### config.mk
export PLATFORM = sky130hd
export DESIGN_NAME = model_sequencer
export DESIGN_NICKNAME = d
export VERILOG_FILES = /design/src/rtl/model_sequencer_pkg.sv /design/src/rtl/slot_timer.sv /design/src/rtl/model_sequencer.sv
export SDC_FILE = /design/constraint.sdc
export NUM_CORES = 1
export LEC_CHECK = 0
export CELL_PAD_IN_SITES_DETAIL_PLACEMENT = 1
export CELL_PAD_IN_SITES_GLOBAL_PLACEMENT = 1
export CORE_MARGIN = 10
export CORE_UTILIZATION = 41
export DETAILED_ROUTE_END_ITERATION = 8
export PLACE_DENSITY = 0.82
export SLEW_MARGIN = 20
export SYNTH_ARGS = -nofsm -noshare
export SYNTH_HDL_FRONTEND = slang
export SYNTH_SLANG_ARGS = --single-unit
### constraint.sdc
create_clock -name clk -period 3.4 [get_ports clk]
set_input_delay 1.02 -clock clk [delete_from_list [all_inputs] [get_ports clk]]
set_output_delay 1.02 -clock clk [all_outputs]
set_load 0.01 [all_outputs]
### src/rtl/model_sequencer_pkg.sv
// model_sequencer_pkg: shared state enum, select constant and default timing parameters
package model_sequencer_pkg;
  typedef enum logic [1:0] {IDLE, LEARN, RECOG} state_t;
  localparam logic [3:0] RANDOM_SEL = 4'd11;
  localparam int SLOT_CYC_DEF = 12;
  localparam int FRAME_SLOTS_DEF = 28;
  localparam int N_PAT_DEF = 10;
endpackage

### src/rtl/slot_timer.sv
// slot_timer: slot/frame timebase; ports clk, rst_n, en in; slot_tick, slot_idx, frame_done out
module slot_timer #(
  parameter int SLOT_CYC = 12,
  parameter int FRAME_SLOTS = 28
) (
  input  logic       clk,
  input  logic       rst_n,
  input  logic       en,
  output logic       slot_tick,
  output logic [4:0] slot_idx,
  output logic       frame_done
);
  localparam int CW = SLOT_CYC > 1 ? $clog2(SLOT_CYC) : 1;
  logic [CW-1:0] cnt, cnt_n;
  logic [4:0] idx_n;
  logic wrap;
  always_comb begin
    wrap = en && cnt == CW'(SLOT_CYC - 1);
    cnt_n = !en ? cnt : wrap ? '0 : cnt + 1'b1;
    idx_n = !wrap ? slot_idx : slot_idx == 5'(FRAME_SLOTS - 1) ? '0 : slot_idx + 1'b1;
  end
  // tick/frame_done are registered from the next count so they line up with the terminal cycle
  always_ff @(posedge clk or negedge rst_n) begin
    if (!rst_n) begin
      cnt <= '0;
      slot_idx <= '0;
      slot_tick <= 1'b0;
      frame_done <= 1'b0;
    end else begin
      cnt <= cnt_n;
      slot_idx <= idx_n;
      slot_tick <= cnt_n == CW'(SLOT_CYC - 1);
      frame_done <= cnt_n == CW'(SLOT_CYC - 1) && idx_n == 5'(FRAME_SLOTS - 1);
    end
  end
endmodule

### src/rtl/model_sequencer.sv
// model_sequencer: learn/recognition frame sequencer; ports clk, rst_n, learn_start, recog_req, recog_sel in; recog_ack, learn, in_cnt, slot_tick, slot_idx, frame_done, busy, learned, learn_cnt out
module model_sequencer
  import model_sequencer_pkg::*;
#(
  parameter int SLOT_CYC = SLOT_CYC_DEF,
  parameter int FRAME_SLOTS = FRAME_SLOTS_DEF,
  parameter int N_PAT = N_PAT_DEF
) (
  input  logic       clk,
  input  logic       rst_n,
  input  logic       learn_start,
  input  logic       recog_req,
  input  logic [3:0] recog_sel,
  output logic       recog_ack,
  output logic       learn,
  output logic [3:0] in_cnt,
  output logic       slot_tick,
  output logic [4:0] slot_idx,
  output logic       frame_done,
  output logic       busy,
  output logic       learned,
  output logic [3:0] learn_cnt
);
  state_t state, state_n;
  logic pending, accept, last_pat, enter_learn, learn_done;
  assign busy = state != IDLE;
  slot_timer #(.SLOT_CYC(SLOT_CYC), .FRAME_SLOTS(FRAME_SLOTS)) u_timer (
    .clk(clk),
    .rst_n(rst_n),
    .en(busy),
    .slot_tick(slot_tick),
    .slot_idx(slot_idx),
    .frame_done(frame_done)
  );
  always_comb begin
    accept = state == IDLE && learned && !learn_start && recog_req
             && recog_sel >= 4'd1 && recog_sel <= RANDOM_SEL;
    last_pat = learn_cnt == 4'(N_PAT - 1);
    learn_done = state == LEARN && frame_done && last_pat;
    state_n = state == IDLE  ? (learn_start ? LEARN : accept ? RECOG : IDLE) :
              state == LEARN ? (learn_done ? IDLE : LEARN) :
              state == RECOG ? (!frame_done ? RECOG : (pending || learn_start) ? LEARN : IDLE) :
              IDLE;
    enter_learn = state_n == LEARN && state != LEARN;
  end
  always_ff @(posedge clk or negedge rst_n) begin
    if (!rst_n) begin
      state <= IDLE;
      pending <= 1'b0;
      recog_ack <= 1'b0;
      learn <= 1'b0;
      in_cnt <= RANDOM_SEL;
      learn_cnt <= '0;
      learned <= 1'b0;
    end else begin
      state <= state_n;
      // a learn request during RECOG waits for the frame to end
      pending <= state == RECOG && !frame_done && (pending || learn_start);
      recog_ack <= accept;
      learn <= state_n == LEARN && (state != LEARN || frame_done);
      in_cnt <= enter_learn ? RANDOM_SEL : accept ? recog_sel : in_cnt;
      learn_cnt <= enter_learn ? '0 : (state == LEARN && frame_done) ? learn_cnt + 1'b1 : learn_cnt;
      learned <= enter_learn ? 1'b0 : learn_done ? 1'b1 : learned;
    end
  end
endmodule

* Word-level counts from Yosys, hierarchy flattened
Index checks and enable logic that the tools add are counted.
** Cells by class
- Div/mod/pow operators :: 0
- Reductions and logical operators :: 22
- Shifts and indexed selects :: 0
- Order comparisons :: 2
- $add $sub $neg :: 3
- Equal/unequal tests :: 9
- $mul :: 0
- Bitwise gates (word level) :: 0
- Multiplexer cells :: 18
** Operators with widths (count)
- two-way mux 4 bit :: 6
- logical AND 1 bit :: 13
- equality test 4 bit (second input constant) :: 3
- two-way mux 2 bit :: 6
- equality test 5 bit (second input constant) :: 2
- two-way mux 5 bit :: 2
- adder 4 x 1 -> 4 bit (second input constant) :: 2
- nonzero test 2 bit :: 4
- adder 5 x 1 -> 5 bit (second input constant) :: 1
- equality test 2 x 1 -> 1 bit (second input constant) :: 2
- >= comparator 4 x 1 -> 1 bit (second input constant) :: 1
- <= comparator 4 bit (second input constant) :: 1
- two-way mux 1 bit :: 4
- equality test 2 bit (second input constant) :: 1
- logical NOT 1 bit :: 2
- logical NOT 2 bit :: 1
- logical OR 1 bit :: 2
- inequality test 2 x 1 -> 1 bit (second input constant) :: 1
** Storage, ports and cells
- Register bits :: 25
- Output and inout bits :: 19
- Memories :: 0
- Memory bits (writable) :: 0
- Bits in latches :: 0
- Logic and storage cells :: 65
- Memory bits (read-only) :: 0
- Input port bits :: 8

* Logic depth before layout (Yosys ltp)
- Depth after elaboration :: 12
- Gate-level depth with buffers :: 7
- Mapped depth without buffers :: 5

* Cells and area by module
A second synthesis with hierarchy kept.
** Unflattened totals
- Cell total of the unflattened synthesis :: 127
- Area, all modules :: 1311.3 um2
** By module, submodules not included
- model_sequencer :: cells an instance 68, sequential area each 354.1 um2, times used 1, area each 706.9 um2
- slot_timer :: cells an instance 59, sequential area each 275.3 um2, times used 1, area each 604.3 um2

* Least setup slack after synthesis
Ideal clock, no wire load.
- Path type :: in2reg
- Start :: input port recog_sel[3]
- End :: register in_cnt[2]
- Data required time :: 3.263 ns
- Setup slack :: 1.369 ns
- Cell stages on the path :: 5
- Arrival time :: 1.894 ns
- Library setup time :: 0.137 ns
- Cell sequence :: nor4_1 -> a2111o_1 -> clkbuf_1 -> mux2i_1 -> nor2_1
** On the way
- Longest elaborated chain between the ends :: 9
- Elaborated cells on any way between the ends :: 11
- Classes of those cells :: 2 x order compare; 1 x eq/ne; 4 x mux; 4 x reduce/logical
** Ends and longest elaborated chain
- from (decl) :: RTL line model_sequencer.sv:13 : input logic [3:0] recog_sel,
- >= comparator 4 x 1 -> 1 bit :: RTL line model_sequencer.sv:37 : && recog_sel >= 4'd1 && recog_sel <= RANDOM_SEL;
- logical AND 1 bit :: RTL line model_sequencer.sv:37
- logical AND 1 bit * :: RTL line model_sequencer.sv:37
- two-way mux 2 bit (3 in series) :: RTL line model_sequencer.sv:40 : state_n = state == IDLE ? (learn_start ? LEARN : accept ? RECOG : IDLE) :
- equality test 2 x 1 -> 1 bit :: RTL line model_sequencer.sv:44 : enter_learn = state_n == LEARN && state != LEARN;
- logical AND 1 bit :: RTL line model_sequencer.sv:44
- two-way mux 4 bit / nonzero test 2 bit (equally long branches)
- to (signal assigned) :: RTL line model_sequencer.sv:61 : in_cnt <= enter_learn ? RANDOM_SEL : accept ? recog_sel : in_cnt;
- to (decl) :: RTL line model_sequencer.sv:16 : output logic [3:0] in_cnt,
Mark *: on every way between the ends. The rest lies on a longest branch, timed or not.
A chain may end at the register's enable or synchronous reset.

* Worst setup path after layout
- Start :: register state[1]
- End :: output port busy
** On the way
- Longest elaborated chain between the ends :: 1
** Ends and longest elaborated chain
- from (decl) :: RTL line model_sequencer.sv:24 : state_t state, state_n;
- from (signal assigned) :: RTL line model_sequencer.sv:56 : state <= state_n;
- nonzero test 2 bit :: RTL line model_sequencer.sv:26 : assign busy = state != IDLE;
- to (decl) :: RTL line model_sequencer.sv:20 : output logic busy,
No other way between the ends.

==> out/metrics.csv <==
metric,value,unit
Post-Syn Area per Cell,10.2,um2
drt pass-1 iters,4,
P_int,563,uW
Critical Path RT,2.38,ns
Synth Cell Area,0.00128,mm2
WL/cell,15.9,um
WL final,3.11,mm
Max Transition Viols Final,0,
htree depth,1,
hold depth,2,
worst reg2reg endpoint,u_timer.frame_done$_DFF_PN0_,
IO Pins,27,
r2r startpoint,u_timer.cnt[0]$_DFF_PN0_,
pwr/cell area,544,mW/mm2
Post-synth EDFFs,0,
ANT cells,0,
die area,0.00576,mm2
GP Congestion,0.815,
Layout area overhead,25.0,%
DP Area,0.00157,mm2
clk buf depth,2,
global-route wire length before repair,5.08,mm
Fillers,343,
Peak supply drop,0.295,mV
Hold Crit Class,reg2reg,
final setup violation count,0,
Final nets,164,
GR Overflow Total,0,
cell count after synthesis,125,
core area,0.00303,mm2
Netlist cell types,42,
clock power share,15.8,%
sw frac,35.3,%
clock buffer count from CTS,3,
f_max,367,MHz
Final HPWL DP,2.34,mm
I/O Buffers,26,
vias in the first global route,1025,
final worst path period share,80.1,%
Comb pwr share,35.2,%
Post-DRT Antenna Nets,0,
WHS Endpoint,u_timer.slot_idx[1]$_DFF_PN0_,
Final Hold Viols,0,
Worst Tran Pin Value,0.644,ns
RSZ-0062 raised after global routing,false,
CTS resizes,0,
status,finished clean,
Hold Buf Count CTS,0,
syn_nets,137,
Period minus WS final,2.72,ns
die width,75.9,um
hold_sp,u_timer.slot_idx[1]$_DFF_PN0_,
Worst Reg-to-Reg Cells,5,
Async SR Flop Fraction,100,%
vias per cell,5.22,
Worst EP arrival,1.70,ns
Global Route Usage Sum,11.3,%
Root Driver,clkbuf_4,
clk sink count,25,
Crit Path Class,reg2out,
CP Max Fanout,9,
post-CTS setup buffer count,0,
reg2reg setup slack,1.38,ns
drt drc,0,
largest net degree at the start of global routing,26,
Initial DRC Count,35,
layout cells sized above 1,11.3,%
dominant synthesized flop cell,dfrtp_1,
Setup crit start kind,flip-flop,
"Reg clk slew, reported paths",0.15,ns
Seq pwr share,49.1,%
initial cell density of the core,42.3,%
sequential area share after synthesis,49.2,%
setup TNS,0,ns
Clock Skew,0.0126,ns
antenna violations before repair,0,
Sw Pwr,307,uW
fin area,0.00160,mm2
Synth Register Bits,25,
Leak,0.000754,uW
Ys Warns,0,
Max-Cap Viols,0,
Row Count,20,
crit path capture type,output pin,
die height,75.9,um
clock latency at the later pin of the worst-skew pair,0.32,ns
Slew HR,56.7,%
CTS tree,yes,
detailed-route via count,1018,
## flip-flops by register name, summed over array words and instances (netlist names)
name,cells
u_timer.slot_idx,5
in_cnt,4
learn_cnt,4
u_timer.cnt,4
state,2
learn,1
learned,1
pending,1
recog_ack,1
u_timer.frame_done,1
u_timer.slot_tick,1
## cell usage after synthesis, drive strengths merged, types with 2 or more instances
cell type  number  area share, %
inv             8            2.3
mux2            3            2.6
nor3            2           0.78
nand3           5            2.0
xor2            2            1.4
o21ai           7            2.7
and3b           2            1.4
a41o            2            1.7
ha              4            3.9
nor2           14            4.7
clkbuf          3            1.1
buf             2            1.3
a21o            2            1.2
dfstp           3            6.2
dfrtp          22             43
a21oi           3            1.2
nand4           2           0.98
nand3b          4            2.3
nand2          13            3.8
mux2i           5            3.9
## power groups by stage
stage / clock (uW) / combinational [uW] / sequential [uW]
2_1_floorplan: 0 / 176 / 430
4_1_cts: 142 / 312 / 428
5_1_grt: 157 / 344 / 440
3_3_place_gp: 0 / 297 / 429
3_5_place_dp: 0 / 310 / 434
6_report: 137 / 306 / 427
## worst max path at each step
stage | startpoint | end | slack [ns]
CTS | state[1]$_DFF_PN0_ | busy | 0.67
finish | state[1]$_DFF_PN0_ | busy | 0.68
detailed placement | learn_start | in_cnt[2]$_DFFE_PN0P_ | 0.87
global route | state[1]$_DFF_PN0_ | busy | 0.58
floorplan | recog_sel[3] | in_cnt[2]$_DFFE_PN0P_ | 1.37
global placement | learn_start | in_cnt[2]$_DFFE_PN0P_ | 0.95
## logic make-up after synthesis
family                     count (synthesis)  share of synthesized area [%]
AOI/OAI and AO/OA                         22                           12.9
buffers and inverters                     13                           4.69
adders and majority gates                  4                           3.91
xor gates and xnor gates                   3                           2.05
muxes                                      8                           6.55
DFF                                       25                           49.2
and+or+nand+nor                           50                           20.7
## cells in the final DEF, fill, tap and decap left out, types with 3 or more instances in the layout
cell,synthesis,layout
inv_1,7,7
dfstp_2,3,3
o21ai_0,7,7
a21oi_1,3,3
mux2_2,3,3
nand2_1,13,13
clkbuf_4,0,3
mux2i_1,5,5
nand3b_1,4,4
nand3_1,5,5
nor2_1,13,13
clkdlybuf4s50_1,0,26
ha_1,4,4
dfrtp_1,22,22
## metrics by stage
step                total power (uW)  util [%]  instances  setup WS (ns)  hold slack [ns]
global placement                 725      51.9        191          0.948            0.512
CTS                              882      52.9        195          0.675            0.562
floorplan                        607         -        125           1.37            0.493
finish                           870      52.9        195          0.675            0.553
detailed placement               744      51.9        191          0.875            0.530
global route                     940      52.9        195          0.581            0.606
## area by class of cell
class	instances	area (um2)	area share (%)
clock buffer	3	22.5	1.41
clock inverter	1	5.00	0.313
inverter	8	30.0	1.88
multi-input combinational	87	591	36.9
sequential	25	629	39.3
tap	44	55.1	3.44
timing repair buffer	27	268	16.7
## critical path: stages (launching register included)
cell             delay, ns
dfrtp_1               0.50
nor2_4                0.27
inv_2                 0.11
clkdlybuf4s50_1       0.49
## routing by layer
| metal | share of wire [%] | GRT usage [%] | vias to the layer above | routed length (um) |
|---|---|---|---|---|
| met4 | 0.87 | 3.09 | 0 | 27 |
| li1 | - | - | 496 | - |
| met2 | 51 | 19.7 | 11 | 1570 |
| met1 | 45 | 13.7 | 507 | 1410 |
| met3 | 3.0 | 2.47 | 4 | 94 |
| met5 | 0 | 0 | - | 0 |
Note: power is estimated with default switching activity, not from simulation.
